[config.mk]
export PLATFORM = sky130hd
export DESIGN_NAME = paicore_loop_seq
export DESIGN_NICKNAME = d
export VERILOG_FILES = /design/src/rtl/paicore_loop_seq.sv
export SDC_FILE = /design/constraint.sdc
export NUM_CORES = 1
export LEC_CHECK = 0
export BUFFER_PORTS_ARGS = -buffer_cell sky130_fd_sc_hd__buf_2
export CAP_MARGIN = 5
export CORE_MARGIN = 2
export CORE_UTILIZATION = 46
export CTS_CLUSTER_DIAMETER = 80
export DETAILED_ROUTE_END_ITERATION = 8
export MAX_ROUTING_LAYER = met4
export PLACE_DENSITY = 0.76
export RECOVER_POWER = 25
export SLEW_MARGIN = 30
export SYNTH_ARGS = -nofsm -noshare
export SYNTH_HDL_FRONTEND = slang
export SYNTH_SLANG_ARGS = --single-unit
[constraint.sdc]
create_clock -name clk -period 2.92 [get_ports clk]
set_input_delay 0.146 -clock clk [delete_from_list [all_inputs] [get_ports clk]]
set_output_delay 0.146 -clock clk [all_outputs]
set_load 0.02 [all_outputs]
[src/rtl/paicore_loop_seq.sv]
// Run-level SEND/RECV sequencer for the PAICORE loopback datapath: config latching, inbound
// stream gating and per-phase inactivity watchdog. Define PAICORE_SEQ_PERF_EN for phase cycle counters.
module paicore_loop_seq #(
  parameter int unsigned          TIMEOUT_W   = 24,
  parameter logic [TIMEOUT_W-1:0] TIMEOUT_CYC = 24'd1000000,
  parameter int unsigned          ITER_W      = 16
) (
  input  logic              clk,
  input  logic              rst,
  input  logic              start,
  input  logic              abort,
  input  logic [31:0]       cfg_send_len,
  input  logic [31:0]       cfg_frame_max,
  input  logic              cfg_fork_en,
  input  logic [ITER_W-1:0] cfg_repeat,
  output logic [31:0]       send_len,
  output logic [31:0]       oFrameNumMax,
  output logic              fork_enable,
  input  logic              tx_done,
  input  logic              rx_done,
  input  logic              tx_hsk,
  input  logic              rx_hsk,
  input  logic              up_tvalid,
  output logic              up_tready,
  output logic              dn_tvalid,
  input  logic              dn_tready,
  output logic              busy,
  output logic              run_done,
  output logic              err_timeout,
  output logic              err_phase,
  output logic [ITER_W-1:0] iter_cnt,
  output logic [2:0]        state_o
`ifdef PAICORE_SEQ_PERF_EN
  ,
  output logic [31:0]       perf_tx_cyc,
  output logic [31:0]       perf_rx_cyc
`endif
);

  typedef enum logic [2:0] {
    StIdle  = 3'd0,
    StLoad  = 3'd1,
    StSend  = 3'd2,
    StRecv  = 3'd3,
    StNext  = 3'd4,
    StFault = 3'd5
  } state_e;

  state_e             state_q, state_d;
  logic [31:0]        send_len_q, send_len_d;
  logic [31:0]        frame_max_q, frame_max_d;
  logic               fork_q, fork_d;
  logic [ITER_W-1:0]  rep_q, rep_d;
  logic [ITER_W-1:0]  iter_q, iter_d;
  logic               err_to_q, err_to_d;
  logic               err_ph_q, err_ph_d;
  logic [TIMEOUT_W-1:0] wd_q, wd_d;

  logic               start_ok;
  logic               wd_hit;
  logic               last_iter;
  logic [TIMEOUT_W-1:0] wd_inc;

  assign start_ok  = (state_q == StIdle) && start && !abort;
  assign wd_hit    = wd_q >= (TIMEOUT_CYC - TIMEOUT_W'(1));
  assign wd_inc    = (wd_q == '1) ? wd_q : wd_q + TIMEOUT_W'(1);
  // Compare one bit wider so the final iteration is detected even at the counter's top value.
  assign last_iter = ({1'b0, iter_q} + (ITER_W + 1)'(1)) >= {1'b0, rep_q};

  always_comb begin
    state_d     = state_q;
    send_len_d  = send_len_q;
    frame_max_d = frame_max_q;
    fork_d      = fork_q;
    rep_d       = rep_q;
    iter_d      = iter_q;
    err_to_d    = err_to_q;
    err_ph_d    = err_ph_q;
    wd_d        = wd_q;
    run_done    = 1'b0;

    if (abort) begin
      state_d = StIdle;
      wd_d    = '0;
    end else begin
      unique case (state_q)
        StIdle: begin
          wd_d = '0;
          if (start) begin
            send_len_d  = cfg_send_len;
            frame_max_d = cfg_frame_max;
            fork_d      = cfg_fork_en;
            rep_d       = (cfg_repeat == '0) ? ITER_W'(1) : cfg_repeat;
            iter_d      = '0;
            err_ph_d    = 1'b0;
            if (cfg_send_len == 32'd0) begin
              err_to_d = 1'b1;
              state_d  = StFault;
            end else begin
              err_to_d = 1'b0;
              state_d  = StLoad;
            end
          end
        end
        StLoad: begin
          wd_d    = '0;
          state_d = StSend;
        end
        StSend: begin
          if (tx_done) begin
            wd_d    = '0;
            state_d = rx_done ? StNext : StRecv;
          end else if (tx_hsk) begin
            wd_d = '0;
          end else if (wd_hit) begin
            err_to_d = 1'b1;
            err_ph_d = 1'b0;
            state_d  = StFault;
          end else begin
            wd_d = wd_inc;
          end
        end
        StRecv: begin
          if (rx_done) begin
            wd_d    = '0;
            state_d = StNext;
          end else if (rx_hsk) begin
            wd_d = '0;
          end else if (wd_hit) begin
            err_to_d = 1'b1;
            err_ph_d = 1'b1;
            state_d  = StFault;
          end else begin
            wd_d = wd_inc;
          end
        end
        StNext: begin
          wd_d   = '0;
          iter_d = iter_q + ITER_W'(1);
          if (last_iter) begin
            run_done = 1'b1;
            state_d  = StIdle;
          end else begin
            state_d = StLoad;
          end
        end
        StFault: begin
          wd_d = '0;
        end
        default: begin
          state_d = StIdle;
        end
      endcase
    end
  end

  always_ff @(posedge clk) begin
    if (rst) begin
      state_q     <= StIdle;
      send_len_q  <= '0;
      frame_max_q <= '0;
      fork_q      <= 1'b0;
      rep_q       <= '0;
      iter_q      <= '0;
      err_to_q    <= 1'b0;
      err_ph_q    <= 1'b0;
      wd_q        <= '0;
    end else begin
      state_q     <= state_d;
      send_len_q  <= send_len_d;
      frame_max_q <= frame_max_d;
      fork_q      <= fork_d;
      rep_q       <= rep_d;
      iter_q      <= iter_d;
      err_to_q    <= err_to_d;
      err_ph_q    <= err_ph_d;
      wd_q        <= wd_d;
    end
  end

  // Gate is a pure pass-through in SEND so no word is held or replayed across a phase edge.
  always_comb begin
    up_tready = 1'b0;
    dn_tvalid = 1'b0;
    if (state_q == StSend) begin
      up_tready = dn_tready;
      dn_tvalid = up_tvalid;
    end
  end

  assign send_len     = send_len_q;
  assign oFrameNumMax = frame_max_q;
  assign fork_enable  = fork_q;
  assign busy         = (state_q != StIdle);
  assign err_timeout  = err_to_q;
  assign err_phase    = err_ph_q;
  assign iter_cnt     = iter_q;
  assign state_o      = state_q;

`ifdef PAICORE_SEQ_PERF_EN
  logic [31:0] perf_tx_q, perf_tx_d;
  logic [31:0] perf_rx_q, perf_rx_d;

  always_comb begin
    perf_tx_d = perf_tx_q;
    perf_rx_d = perf_rx_q;
    if (start_ok) begin
      perf_tx_d = '0;
      perf_rx_d = '0;
    end else begin
      if ((state_q == StSend) && (perf_tx_q != '1)) perf_tx_d = perf_tx_q + 32'd1;
      if ((state_q == StRecv) && (perf_rx_q != '1)) perf_rx_d = perf_rx_q + 32'd1;
    end
  end

  always_ff @(posedge clk) begin
    if (rst) begin
      perf_tx_q <= '0;
      perf_rx_q <= '0;
    end else begin
      perf_tx_q <= perf_tx_d;
      perf_rx_q <= perf_rx_d;
    end
  end

  assign perf_tx_cyc = perf_tx_q;
  assign perf_rx_cyc = perf_rx_q;
`else
  logic unused_start_ok;
  assign unused_start_ok = start_ok;
`endif

endmodule

==> Implementation_results.wiki <==
{| class="wikitable"
! Metric !! Value
|-
| Cell Pwr Density || 525.1 nW/µm²
|-
| Number of cell rows || 41
|-
| # setup viols final || 1
|-
| Wirelength per Cell || 16.65 µm
|-
| Final HPWL from detailed placement || 11320 µm
|-
| Pre-CTS WS || -0.03191 ns
|-
| Synth Area per Inst || 7.849 µm²
|-
| Fraction of synthesis flops using an asynchronous set or reset pin || 0%
|-
| Class of the most critical setup path || reg2out
|-
| Proportion of layout cells with a drive suffix above 1 || 22.85%
|-
| Overall track demand over capacity in global routing || 30.60%
|-
| Synth warn || 0
|-
| EDFF count, synth || 0
|-
| Syn Inst Count || 746
|-
| Via count of the first global-routing pass || 6478
|-
| Main combinational cell family by area after synthesis || simple AND/OR/NAND/NOR gates
|-
| Required time of the critical path || 2.77 ns
|-
| Number of buffers added by the clock tree synthesis step || 17
|-
| CTS H-tree depth || 4
|-
| Slack of the worst reg-to-reg path || 0.15 ns
|-
| Sequential fraction of the synthesis area || 43.08%
|-
| XOR/XNOR share of the synthesized area || 2.244%
|-
| Post-synthesis share of cell area spent on and, or, nand and nor gates || 26.07%
|-
| Final cell utilization of the core || 69.39%
|-
| Number of storage elements in the synthesis netlist || 126
|-
| Total Wirelength || 20060 µm
|-
| Drt via density || 5.587
|-
| Failing checks || negative setup slack
|-
| Minimum setup slack in the final design || -0.3180 ns
|-
| Sw power || 1178 µW
|-
| Hold_sp || rst
|-
| Peak supply drop || 414.6 µV
|-
| Initial Util || 46.78%
|-
| Die Area || 13650 µm²
|-
| Post-synthesis mux area share || 0.1709%
|-
| Launching instance or port of the critical path || iter_cnt[6]
|-
| Post-synthesis instance area || 5856 µm²
|-
| Crit path arrival time || 3.09 ns
|-
| Register-to-Register Path Depth || 15
|-
| Final clock period utilization by the worst path || 110.9%
|-
| Remaining number of nets flagged by the antenna check after routing || 0
|-
| Post-synthesis compound-gate area fraction || 19.94%
|-
| Worst-Skew Late Latency || 0.42 ns
|-
| First-pass iteration count of the detailed router || 7
|-
| Number of antenna violations at the first check in global routing || 0
|-
| Routability congestion estimate from global placement || 0.8759
|-
| Net count, final || 1129
|-
| Synth Area in Adders || 3.846%
|-
| Largest cells by area after synthesis || sky130_fd_sc_hd__dfxtp_1 (43%), sky130_fd_sc_hd__nand2_1 (12%), sky130_fd_sc_hd__a21oi_1 (9.8%)
|-
| Critical Path Source Type || flop
|-
| Die boundary width || 116.8 µm
|-
| Result of the run || finished with violations
|-
| Category of the worst setup path capture point || output pin
|-
| Cell taking the most area after synthesis || sky130_fd_sc_hd__dfxtp_1
|-
| Worst Path Max Fanout || 4
|-
| Beginning of the worst register-to-register path || iter_cnt[6]
|-
| Clock skew after layout || 0.006468 ns
|-
| CTS max path bufs || 2
|-
| Combinational cell fraction of total power || 11.7%
|-
| Number of endpoints with negative hold slack in the final report || 0
|-
| Commonest cells post-synth || sky130_fd_sc_hd__nand2_1 (190), sky130_fd_sc_hd__dfxtp_1 (126), sky130_fd_sc_hd__a21oi_1 (115)
|-
| Unrepaired setup endpoints after global routing || true
|-
| Global-route wire length before repair || 31840 µm
|-
| Remaining routing DRC violations || 0
|-
| Initial drt markers || 578
|-
| # placed instances || 1073
|-
| Fraction of synthesized cell area taken by the top area cell type || 43.08%
|-
| Leakage || 0.003504 µW
|-
| Tightest slew margin relative to the limit || 52.31%
|-
| Clock Root Buffer || sky130_fd_sc_hd__clkbuf_16
|-
| Max Cap Viol || 0
|-
| Ports || 181
|-
| Layout Area Growth over Synthesis || 48.33%
|-
| Filler instances || 947
|-
| Die height || 116.8 µm
|-
| Power Internal || 3383 µW
|-
| Sum of negative setup slack || -0.3180 ns
|-
| TritonCTS clock tree || yes
|-
| Actual transition at the worst max-transition pin || 0.7119 ns
|-
| Fraction of power spent switching nets || 25.82%
|-
| Clock-pin transition on the worst setup and hold timing paths || 0.06 ns
|-
| Final Critical Period || 3.238 ns
|-
| Reg2reg end || iter_cnt[14]
|-
| Clock group share of total power || 48.5%
|-
| Antenna diodes || 0
|-
| Max Transition Viols Final || 0
|-
| Tightest Hold Check Type || in2reg
|-
| Post-Synthesis Net Count || 855
|-
| Leading register cell type out of synthesis || sky130_fd_sc_hd__dfxtp_1
|-
| Largest net degree at the start of global routing || 83
|-
| Hold slack final || 0.1453 ns
|-
| Final non-filler cell total || 1205
|-
| Max Clk Rate || 308.8 MHz
|-
| Count of distinct cell types in the synthesized netlist || 57
|-
| Most repeated cell in the gate-level netlist after synthesis || sky130_fd_sc_hd__nand2_1
|-
| Share of power burned in registers || 39.8%
|-
| Buffers added on ports || 180
|-
| Detailed-route via count || 6732
|-
| Endpoint of the worst hold-timing path || oFrameNumMax[29]
|-
| Residual overflow from global routing || 0
|-
| Clock Sinks || 126
|-
| Worst hold path depth || 2
|-
| Core area || 12520 µm²
|}
-- layer usage --
| layer | GRT usage (%) | part of all wire [%] | up-vias | routed length (µm) |
|---|---|---|---|---|
| met2 | 49.29 | 48 | 361 | 9712 |
| met5 | - | 0 | - | 0 |
| li1 | - | - | 3181 | - |
| met1 | 36.42 | 40 | 3111 | 8013 |
| met4 | 13.49 | 3.7 | 0 | 739 |
| met3 | 7.570 | 8.0 | 79 | 1599 |
-- critical path, cell delays in order, from the launching register on --
cell and delay, ns:
sky130_fd_sc_hd__dfxtp_2 0.33, sky130_fd_sc_hd__nand4_1 0.19, sky130_fd_sc_hd__nor3_4 0.32, sky130_fd_sc_hd__buf_6 0.15, sky130_fd_sc_hd__and3_4 0.20, sky130_fd_sc_hd__xor2_1 0.17
sky130_fd_sc_hd__ha_1 0.26, sky130_fd_sc_hd__nand4_1 0.17, sky130_fd_sc_hd__buf_4 0.14, sky130_fd_sc_hd__nor2_1 0.06, sky130_fd_sc_hd__a2111oi_4 0.44, sky130_fd_sc_hd__a21oi_4 0.10
sky130_fd_sc_hd__buf_6 0.15
-- through the flow --
stage	power [µW]	area (µm²)
after global routing	4701	8686
after CTS	4565	8726
after global placement	2258	6978
after detailed placement	2262	6978
final	4561	8686
after floorplan	2083	5867
-- worst max path at each step --
stage          cells after the start  slack [ns]        to
2_1_floorplan                     11       0.007  run_done
3_3_place_gp                      12       0.008  run_done
3_5_place_dp                      13       -0.03  run_done
4_1_cts                           12       -0.20  run_done
5_1_grt                           12       -0.42  run_done
6_report                          12       -0.32  run_done
-- timing repair --
| item | in CTS | in global routing |
|---|---|---|
| pin swaps | 16 | 9 |
| hold buffers | 81 | 0 |
| gates cloned | 0 | 0 |
| gates resized for setup | 33 | 8 |
| buffers inserted | 21 | 4 |
| endpoints found under the hold margin | 81 | 0 |
| setup endpoints to repair | 1 | 3 |
-- flip-flops by register name (all words and copies together) (netlist names) --
signal        count
err_phase         1
err_timeout       1
state_o           3
iter_cnt         16
wd_q             24
send_len         32
fork_enable       1
oFrameNumMax     32
rep_q            16
-- cell type report --
type	instances	area [µm²]	share of cell area, %
sequential	126	2532	29.16
timing repair buffer	299	1976	22.75
clock inverter	14	181.4	2.089
tap	172	215.2	2.478
inverter	25	93.84	1.080
clock buffer	18	439.2	5.056
multi-input combinational	551	3248	37.40
-- cells in the final DEF (no fill, tap or decap), types with 4 or more instances in the layout --
cell,netlist,routed
sky130_fd_sc_hd__a21o_1,9,9
sky130_fd_sc_hd__a21oi_1,115,113
sky130_fd_sc_hd__and3_1,10,8
sky130_fd_sc_hd__xnor2_1,11,10
sky130_fd_sc_hd__buf_6,1,4
sky130_fd_sc_hd__nor2b_1,5,5
sky130_fd_sc_hd__o31ai_1,11,11
sky130_fd_sc_hd__nand2_1,190,189
sky130_fd_sc_hd__dfxtp_2,0,8
sky130_fd_sc_hd__and2_1,6,6
sky130_fd_sc_hd__buf_2,5,125
sky130_fd_sc_hd__inv_6,0,4
sky130_fd_sc_hd__nand3_1,17,12
sky130_fd_sc_hd__nor3_1,14,13
sky130_fd_sc_hd__ha_1,18,17
sky130_fd_sc_hd__clkbuf_1,37,53
sky130_fd_sc_hd__nand4_1,13,13
sky130_fd_sc_hd__dfxtp_1,126,118
sky130_fd_sc_hd__a211o_1,4,4
sky130_fd_sc_hd__or3_1,5,5
sky130_fd_sc_hd__o21ai_1,5,5
sky130_fd_sc_hd__dlygate4sd3_1,0,81
sky130_fd_sc_hd__nor2_1,23,22
sky130_fd_sc_hd__inv_1,25,25
sky130_fd_sc_hd__or4_1,12,12
sky130_fd_sc_hd__clkinvlp_4,0,4
sky130_fd_sc_hd__a22oi_1,5,5
sky130_fd_sc_hd__buf_4,0,34
sky130_fd_sc_hd__o21ai_0,9,9
sky130_fd_sc_hd__nor4_1,16,14
sky130_fd_sc_hd__clkbuf_16,0,17
-- cell families after synthesis --
logic type,after synthesis
AO/OA/AOI/OAI,189
flip-flops,126
AND/OR/NAND/NOR,328
multiplexers,1
buffers and inverters,69
adder cells (fa/ha/maj),18
XOR/XNOR,15
-- power groups by stage --
stage,Combinational (µW),Clock [µW],Sequential [µW]
2_1_floorplan,182,0,1900
6_report,534,2210,1820
3_3_place_gp,412,0,1850
5_1_grt,573,2310,1820
4_1_cts,520,2230,1810
3_5_place_dp,414,0,1850
Power figures use the tool's default switching activity.
